==> config.mk <==
export PLATFORM = sky130hd
export DESIGN_NAME = fetch_unit
export DESIGN_NICKNAME = d
export VERILOG_FILES = /design/src/rtl/fetch_unit.sv
export SDC_FILE = /design/constraint.sdc
export NUM_CORES = 1
export LEC_CHECK = 0
export CAP_MARGIN = 20
export CORE_MARGIN = 2
export CORE_UTILIZATION = 50
export CTS_CLUSTER_SIZE = 8
export DETAILED_ROUTE_END_ITERATION = 7
export PLACE_DENSITY = 0.87
export SYNTH_ARGS = -nofsm -noshare
export SYNTH_HDL_FRONTEND = slang
export SYNTH_SLANG_ARGS = --single-unit
export TNS_END_PERCENT = 50
==> constraint.sdc <==
create_clock -name clk -period 5.55 [get_ports clk]
set_input_delay 1.11 -clock clk [delete_from_list [all_inputs] [get_ports clk]]
set_output_delay 1.11 -clock clk [all_outputs]
set_load 0.02 [all_outputs]
==> src/rtl/fetch_unit.sv <==
// Instruction fetch stage: owns the PC, fetches one word at a time from imem and
// presents it to decode. Optional macro FETCH_COUNT_EN adds a retired-fetch counter port.
module fetch_unit #(
    parameter logic [31:0] RESET_PC = 32'h0000_0000
) (
    input  logic        clk,
    input  logic        rst_n,
    output logic        imem_req,
    output logic [31:0] imem_addr,
    input  logic [31:0] imem_rdata,
    input  logic        imem_ready,
    output logic [31:0] instr,
    output logic [5:0]  opcode,
    output logic [5:0]  funct,
    output logic        instr_valid,
    input  logic        instr_ack,
    input  logic        branch,
    input  logic        jump,
    input  logic        zero,
    output logic [31:0] pc_plus4
`ifdef FETCH_COUNT_EN
    ,
    output logic [31:0] fetch_count
`endif
);

    typedef enum logic [1:0] {IDLE, FETCH, HOLD} state_t;

    state_t      state_q, state_d;
    logic [31:0] pc_q, pc_d;
    logic [31:0] instr_q, instr_d;
    logic [31:0] pc_plus4_w;
    logic [31:0] br_off_w;
    logic [31:0] next_pc_w;

    always_ff @(posedge clk or negedge rst_n) begin
        if (!rst_n) begin
            state_q <= IDLE;
            pc_q    <= RESET_PC;
            instr_q <= '0;
        end else begin
            state_q <= state_d;
            pc_q    <= pc_d;
            instr_q <= instr_d;
        end
    end

    // Jump wins outright so an undefined branch flag cannot leak into the target.
    always_comb begin
        pc_plus4_w = pc_q + 32'd4;
        br_off_w   = {{14{instr_q[15]}}, instr_q[15:0], 2'b00};
        if (jump)
            next_pc_w = {pc_plus4_w[31:28], instr_q[25:0], 2'b00};
        else if (branch && zero)
            next_pc_w = pc_plus4_w + br_off_w;
        else
            next_pc_w = pc_plus4_w;
    end

    always_comb begin
        state_d = state_q;
        pc_d    = pc_q;
        instr_d = instr_q;
        case (state_q)
            IDLE:  state_d = FETCH;
            FETCH: begin
                if (imem_ready) begin
                    instr_d = imem_rdata;
                    state_d = HOLD;
                end
            end
            HOLD: begin
                if (instr_ack) begin
                    pc_d    = next_pc_w;
                    state_d = FETCH;
                end
            end
            default: state_d = IDLE;
        endcase
    end

    always_comb begin
        imem_req    = (state_q == FETCH);
        instr_valid = (state_q == HOLD);
        imem_addr   = pc_q;
        instr       = instr_q;
        opcode      = instr_q[31:26];
        funct       = instr_q[5:0];
        pc_plus4    = pc_plus4_w;
    end

`ifdef FETCH_COUNT_EN
    logic [31:0] cnt_q;

    always_ff @(posedge clk or negedge rst_n) begin
        if (!rst_n)
            cnt_q <= '0;
        else if (state_q == HOLD && instr_ack)
            cnt_q <= cnt_q + 32'd1;
    end

    assign fetch_count = cnt_q;
`endif

endmodule
# Word level (Yosys, flattened, before mapping)
# Cells that the tools add are included.
# classes
n_addsub,2
eq_ne,4
mux,5
reduce_logical,5
# op_table
cell,n
32-bit two-way mux,2
"32-bit by 3-bit adder with 32-bit output, second input constant",1
32-bit adder,1
2-bit case mux with 3 select lines,1
2-bit AND reduction,3
2-bit two-way mux,2
"2-bit by 1-bit != test with 1-bit output, second input constant",2
"2-bit by 1-bit == test with 1-bit output, second input constant",1
"2-bit == test, second input constant",1
2-bit zero test,1
1-bit logical AND,1
# word_totals
regBits,66
word_cells,19

# Depth between registers and ports, before layout
# Gate-level depths: netlist (run 1).
# logic_depth
word_depth,4
ltp_mapped,17

# Worst setup path after synthesis (run 1)
# Ideal clock, no wire load.
# synth_path
path_type,reg2reg
startpoint,"reg pc_q[9], in the netlist imem_addr[9]"
endpoint,"reg pc_q[31], in the netlist imem_addr[31]"
arrival_time_ns,3.942
t_required_ns,5.458
path_slack_ns,1.516
path_stages_with_launch,17
synth_period_minus_slack_ns,4.034
path_cell_list,dfrtp_1 -> clkbuf_1 -> nand3_1 -> nor4_4 -> nand4_1 -> nor2_2 -> nand2_1 -> xnor2_1 -> ha_1 -> clkbuf_1 -> a21o_1 -> a211o_1 -> a211oi_2 -> nor3_1 -> or3_1 -> and4_1 -> o31ai_2
# synth_via
elab_chain_len,4
# synth_rtl
item,line_no,rtl
start: declaration,30,"logic [31:0] pc_q, pc_d;"
start signal: assignment,43,pc_q <= pc_d;
32-bit by 3-bit adder with 32-bit output,50,pc_plus4_w = pc_q + 32'd4;
net pc_plus4[24],20,output logic [31:0] pc_plus4
32-bit adder,55,next_pc_w = pc_plus4_w + br_off_w;
32-bit two-way mux,54,else if (branch && zero)
32-bit two-way mux,52,if (jump)
# The timed path passes the listed nets, and every way through them passes these cells.
# A chain may end at the register's enable or synchronous reset.

# Worst setup path after layout (run 1)
# layout_path
startpoint,"reg pc_q[2], in the netlist imem_addr[2]"
endpoint,out pc_plus4[30]
# layout_via
elab_chain_len,1
# layout_rtl
item,line_no
32-bit by 3-bit adder with 32-bit output,50
end: declaration,20
# No other way between the ends.

==> results_dict.tcl, run 1 <==
set metrics [dict create \
    status "complete, no violations" \
    drtIter0Drc 395 \
    vias 5281 \
    period_share_pct 75.0 \
    cts_root_buf "clkbuf_8" \
    crit_required_ps 4440 \
    drtPass1Iterations 6 \
    power_density_nw_per_um2 771 \
    post-dp-hpwl_um 12000 \
    seq_area_frac_synth_pct 31.0 \
    ys_ff_latch 64 \
    row_count 37 \
    synth_edf_count 0 \
    first_global_vias 5153 \
    clkPwrFrac_pct 8.1 \
    ys.flop_type "dfrtp_1" \
    cts_num_sinks 64 \
    routedWlPerCell_um 18.9 \
    grt_antenna_before_repair 0 \
    syn_avg_cell_area_um2 8.66 \
    slew_headroom_pct 34.5 \
    hp-class "register to register" \
    path_cells "ha_1, and3_1, nand4_1, nor2_2, and3_1, nand3_1, xnor2_1, clkdlybuf4s50_1" \
    grt_overflow 0 \
    fin_nets 793 \
    critPathMaxFanout 6 \
    post_dp_cell_area_um2 6590 \
    cts_max_level 3 \
    syn_area_um2 5170 \
    critical_path.top_delay_family "simple AND/OR/NAND/NOR gates" \
    final_hold_viol_count 0 \
    io_pins 149 \
    cts.reportedPaths.clkPinSlew_ps 80 \
    worstMarginPinSlew_ps 980 \
    final_layout_size_suffix_gt1_share_pct 9.56 \
    fin_area_um2 6800 \
    initial_core_util_pct 50.7 \
    post-cts-setup-buffer-count 0 \
    p_sw_uw 2650 \
    final_cell_mix "clkdlybuf4s50_1 (143), nand2_1 (71), dfrtp_1 (64), a21oi_1 (39), o21ai_0 (38)" \
    max_freq_mhz 240 \
    cts_buffers 9 \
    core-area_um2 10200 \
    layout_min_cycle_time_ps 4160 \
    async_flop_share_pct 100 \
    drc 0 \
    slowest_stage "clkdlybuf4s50_1" \
    leakagePower_uw 0.00284 \
    ys_warn_count 0 \
    cts_hold_buffers 0 \
    synth.distinct_cells 62 \
    finalMaxSlewViolations 0 \
    die_w_um 106 \
    insertion_delay_ps 360 \
    clk_path_buf_depth 2 \
    critPathMaxStageDelay_ps 640 \
    switching_share_pct 50.6 \
    viasPerCell 6.16 \
    ir_worst_vdd_v 0.000402 \
    die_area_um2 11200 \
    crit_path_end_kind "output pin" \
    fp.dieH_um 106 \
    cts_tree "yes" \
    p_seq_share_pct 19.7 \
    drv_cap 0 \
    crit_top_cell "and3_1" \
    intPower_uw 2590 \
    final_core_util_pct 66.7 \
    grt_pass1_wl_um 25900 \
    synth_cells 597 \
    crit_type "register to output pin" \
    portBuffers 144 \
    gp_congestion 0.991 \
    worst-path-buf-inv 1 \
    final_common_cell "clkdlybuf4s50_1" \
    grtUsageTotal_pct 29.1 \
    start_kind "register" \
    n_antenna_cell 0 \
    skew_ps 15.4 \
    p_comb_share_pct 72.2 \
    area_delta_synth_final_pct 31.5 \
    rsz0062_at_grt "false" \
    grt_start_max_net_pins 50 \
    drt-total-wl_um 16200 \
    finalSetupTns_ps 0 \
    cts_resized 0 \
    cp.arrival_ps 3050 \
    fill_cells 823 \
    finalSetupViolCount 0 \
    postRouteAntennaNets 0 \
]
## per-stage QoR
stage               power, uW  setup WS (ps)  hold slack, ps  std cells
detailed placement       4730           1620             490        842
finish                   5240           1390             503        858
global placement         4640           1810             469        842
CTS                      5190           1360             504        858
floorplan                3460           1520             455        600
global route             5580           1240             560        858
## Yosys cell counts (all sizes together) (2+ instances only)
| master | instances | area share (%) |
|---|---|---|
| o211ai | 13 | 1.9 |
| o31ai | 4 | 0.68 |
| o21a | 5 | 0.73 |
| a211oi | 9 | 1.4 |
| a211o | 3 | 0.51 |
| nand3 | 25 | 2.4 |
| nor2 | 36 | 2.7 |
| o22ai | 4 | 0.48 |
| a21oi | 41 | 4.1 |
| xor2 | 18 | 3.1 |
| and2 | 2 | 0.24 |
| and4 | 6 | 1.0 |
| xnor2 | 33 | 5.6 |
| inv | 10 | 0.73 |
| nand4 | 10 | 1.2 |
| o311ai | 2 | 0.48 |
| o211a | 2 | 0.39 |
| nand2 | 72 | 5.3 |
| a21o | 10 | 1.5 |
| a22oi | 2 | 0.29 |
| nor3 | 6 | 0.58 |
| and3 | 12 | 1.5 |
| mux2 | 32 | 7.0 |
| o21ai | 52 | 5.3 |
| mux2i | 2 | 0.39 |
| nor2b | 6 | 0.73 |
| nor4 | 3 | 0.65 |
| a31oi | 10 | 1.2 |
| or2 | 2 | 0.24 |
| o21bai | 2 | 0.29 |
| buf | 18 | 2.6 |
| or3 | 6 | 0.73 |
| clkbuf | 24 | 1.8 |
| a221o | 2 | 0.39 |
| ha | 36 | 8.7 |
| dfrtp | 64 | 31 |
## layer usage
metal / up-vias / wire [um] / track usage [%]
met1: 2534 / 6390 / 38.3
met5: - / 0 / 0
li1: 2408 / - / -
met3: 47 / 1520 / 4.64
met2: 292 / 7840 / 48.7
met4: 0 / 466 / 9.77
## sequential cells by signal (all words and copies together) (netlist names)
name,count
imem_addr,30
instr,32
state_q,2
## kinds of logic (layout without fill, tap and decap cells)
| group | Yosys count | in the layout | share of synthesized area [%] |
|---|---|---|---|
| fa+ha+maj | 37 | 37 | 9.10 |
| buf+inv | 52 | 174 | 5.11 |
| flops | 64 | 64 | 31.0 |
| other cells | 1 | 4 | 0.0726 |
| mux | 34 | 34 | 7.36 |
| simple gates | 190 | 190 | 18.0 |
| compound gates | 168 | 168 | 20.7 |
| xor+xnor | 51 | 51 | 8.64 |
## power groups by stage
stage / logic [uW] / registers [uW] / clock network, uW
2_1_floorplan: 2260 / 1200 / 0
3_3_place_gp: 3630 / 1010 / 0
3_5_place_dp: 3700 / 1030 / 0
4_1_cts: 3740 / 1020 / 427
5_1_grt: 4070 / 1070 / 449
6_report: 3780 / 1030 / 424
## worst paths after layout
check / cells past startpoint / endpoint / slack, ps / startpoint
min in group asynchronous: 1 / instr[8]$_DFFE_PN0P_ / 710 / rst_n
hold reg to reg: 1 / state_q[0]$_DFFE_PN0P_ / 500 / state_q[1]$_DFFE_PN0P_
setup / recovery: 8 / pc_plus4[30] / 1390 / imem_addr[2]$_DFFE_PN0P_
hold / removal: 1 / state_q[0]$_DFFE_PN0P_ / 500 / state_q[1]$_DFFE_PN0P_
setup reg to reg: 14 / imem_addr[31]$_DFFE_PN0P_ / 1540 / imem_addr[2]$_DFFE_PN0P_
max in group asynchronous: 2 / imem_addr[20]$_DFFE_PN0P_ / 3900 / rst_n
## cell type report
type	instances	area [um^2]	share of cell area, %
well taps	136	170	2.50
flip-flops and latches	64	1600	23.6
repair buffers	148	1470	21.6
inverters	10	37.5	0.552
clock inverters	6	67.6	0.994
multi-input cells	484	3310	48.8
clock buffers	10	138	2.03
## worst reg2reg max path, delay by kind of cell, from the launching register on
family,cells,cell delay (ps)
compound gates,4,930
flops,1,450
xor+xnor,1,300
fa+ha+maj,2,660
simple gates,7,1580
(Power assumes the default switching activity.)
==> run 2, diff against run 1 <==
- CORE_UTILIZATION: 50 -> 49
- PLACE_DENSITY: 0.87 -> 0.85
- clock period: 5.55 -> 4.1 ns (I/O delays scaled with it)
==> results_dict.tcl, run 2 (synthesized netlist as in run 1, its figures left out) <==
set metrics [dict create \
    status "complete, no violations" \
    final_core_util_pct 67.7 \
    cts_num_sinks 64 \
    grt_overflow 0 \
    die_w_um 107 \
    portBuffers 144 \
    grt_antenna_before_repair 0 \
    hp-class "input port to async pin" \
    drv_cap 0 \
    leakagePower_uw 0.00292 \
    rrSetupSlack_ps 210 \
    final_cell_mix "clkdlybuf4s50_1 (143), nand2_1 (71), dfrtp_1 (60), o21ai_0 (38), a21oi_1 (38)" \
    drtIter0Drc 440 \
    fill_cells 808 \
    drc 0 \
    skew_ps 9.89 \
    die_area_um2 11400 \
    initial_core_util_pct 50.3 \
    post-dp-hpwl_um 12100 \
    fin_nets 801 \
    vias 5205 \
    cts_buffers 9 \
    routedWlPerCell_um 19.0 \
    cts.reportedPaths.clkPinSlew_ps 70 \
    cts_root_buf "clkbuf_8" \
    io_pins 149 \
    n_antenna_cell 0 \
    gp_congestion 0.946 \
    crit_required_ps 4340 \
    slew_headroom_pct 37.4 \
    finalMaxSlewViolations 0 \
    largest_reg_flops 32 \
    first_global_vias 5232 \
    viasPerCell 6.01 \
    finalSetupViolCount 0 \
    reg2regPathDepth 14 \
    max_freq_mhz 257 \
    grt_pass1_wl_um 26000 \
    grtUsageTotal_pct 28.9 \
    clk_path_buf_depth 2 \
    drt-total-wl_um 16400 \
    cts_max_level 3 \
    layout_min_cycle_time_ps 3890 \
    final_hold_viol_count 0 \
    critPathMaxFanout 6 \
    power_density_nw_per_um2 1050 \
    cts_tree "yes" \
    fp.dieH_um 107 \
    area_delta_synth_final_pct 34.5 \
    worstMarginPinSlew_ps 937 \
    rsz0062_at_grt "false" \
    ir_worst_vdd_v 0.000666 \
    row_count 37 \
    finalSetupTns_ps 0 \
    postRouteAntennaNets 0 \
    r2r_start "imem_addr[2]$_DFFE_PN0P_" \
    final_common_cell "clkdlybuf4s50_1" \
    grt_start_max_net_pins 46 \
    r2r_end "imem_addr[25]$_DFFE_PN0P_" \
    crit_type "register to register" \
    crit_path_end_kind "register" \
    start_kind "register" \
    dp_slack_ps 213 \
    cp.arrival_ps 4130 \
    insertion_delay_ps 360 \
    cts_hold_buffers 0 \
    setup_ws_ps 207 \
    period_share_pct 94.9 \
    final_layout_size_suffix_gt1_share_pct 12.1 \
    drtPass1Iterations 5 \
    core-area_um2 10300 \
]
-- run 2: repair_timing --
| action | CTS | global route |
|---|---|---|
| buffers inserted | 0 | 2 |
| endpoints found under the setup margin | 0 | 6 |
| resized for setup | 0 | 11 |
-- run 2: critical path, cell delays in order, from the launching register on --
cell	delay, ps
dfrtp_1	430
ha_1	260
and3_2	280
and4_1	260
xor2_1	300
ha_1	370
and3_4	220
a31oi_1	230
and3_1	210
o21ai_2	100
a21oi_1	240
a21oi_1	230
a221o_1	350
nor2_1	200
o21ai_1	100
-- run 2: how the worst max path moves through the flow --
stage,startpoint,end,depth (start not counted)
2_1_floorplan,imem_addr[9]$_DFFE_PN0P_,imem_addr[31]$_DFFE_PN0P_,16
3_3_place_gp,imem_addr[2]$_DFFE_PN0P_,imem_addr[25]$_DFFE_PN0P_,14
3_5_place_dp,imem_addr[16]$_DFFE_PN0P_,imem_addr[31]$_DFFE_PN0P_,14
4_1_cts,imem_addr[12]$_DFFE_PN0P_,pc_plus4[30],8
5_1_grt,imem_addr[2]$_DFFE_PN0P_,imem_addr[31]$_DFFE_PN0P_,14
6_report,imem_addr[2]$_DFFE_PN0P_,imem_addr[25]$_DFFE_PN0P_,14
-- run 2: through the flow --
stage | power (uW) | cell area (um^2) | cells | hold slack (ps)
3_5_place_dp | 6440 | 6630 | 847 | 492
4_1_cts | 7200 | 6880 | 863 | 500
3_3_place_gp | 6310 | 6630 | 847 | 471
6_report | 7300 | 6950 | 866 | 319
5_1_grt | 7750 | 6950 | 866 | 308
2_1_floorplan | 4680 | 5180 | 600 | 455
-- run 2: final cells by class --
| cell class | count | area (um^2) | share of cell area (%) |
|---|---|---|---|
| tap | 136 | 170 | 2.45 |
| sequential | 64 | 1610 | 23.1 |
| inverter | 10 | 37.5 | 0.540 |
| clock inverter | 5 | 103 | 1.48 |
| timing repair buffer | 156 | 1540 | 22.1 |
| clock buffer | 11 | 151 | 2.18 |
| multi-input combinational | 484 | 3350 | 48.1 |
-- run 2: routing by layer --
| metal | vias to the layer above | routed length [um] | track usage (%) |
|---|---|---|---|
| met4 | 0 | 530 | 12.2 |
| met1 | 2475 | 6490 | 36.9 |
| met3 | 48 | 1540 | 5.59 |
| li1 | 2414 | - | - |
| met5 | - | 0 | 0 |
| met2 | 268 | 7870 | 47.9 |
-- run 2: report_power, final --
group | total, uW | internal [uW] | switching [uW]
Combinational | 5200 | 2310 | 2890
Clock | 694 | 436 | 258
Sequential | 1400 | 937 | 466
Total | 7300 | 3680 | 3610
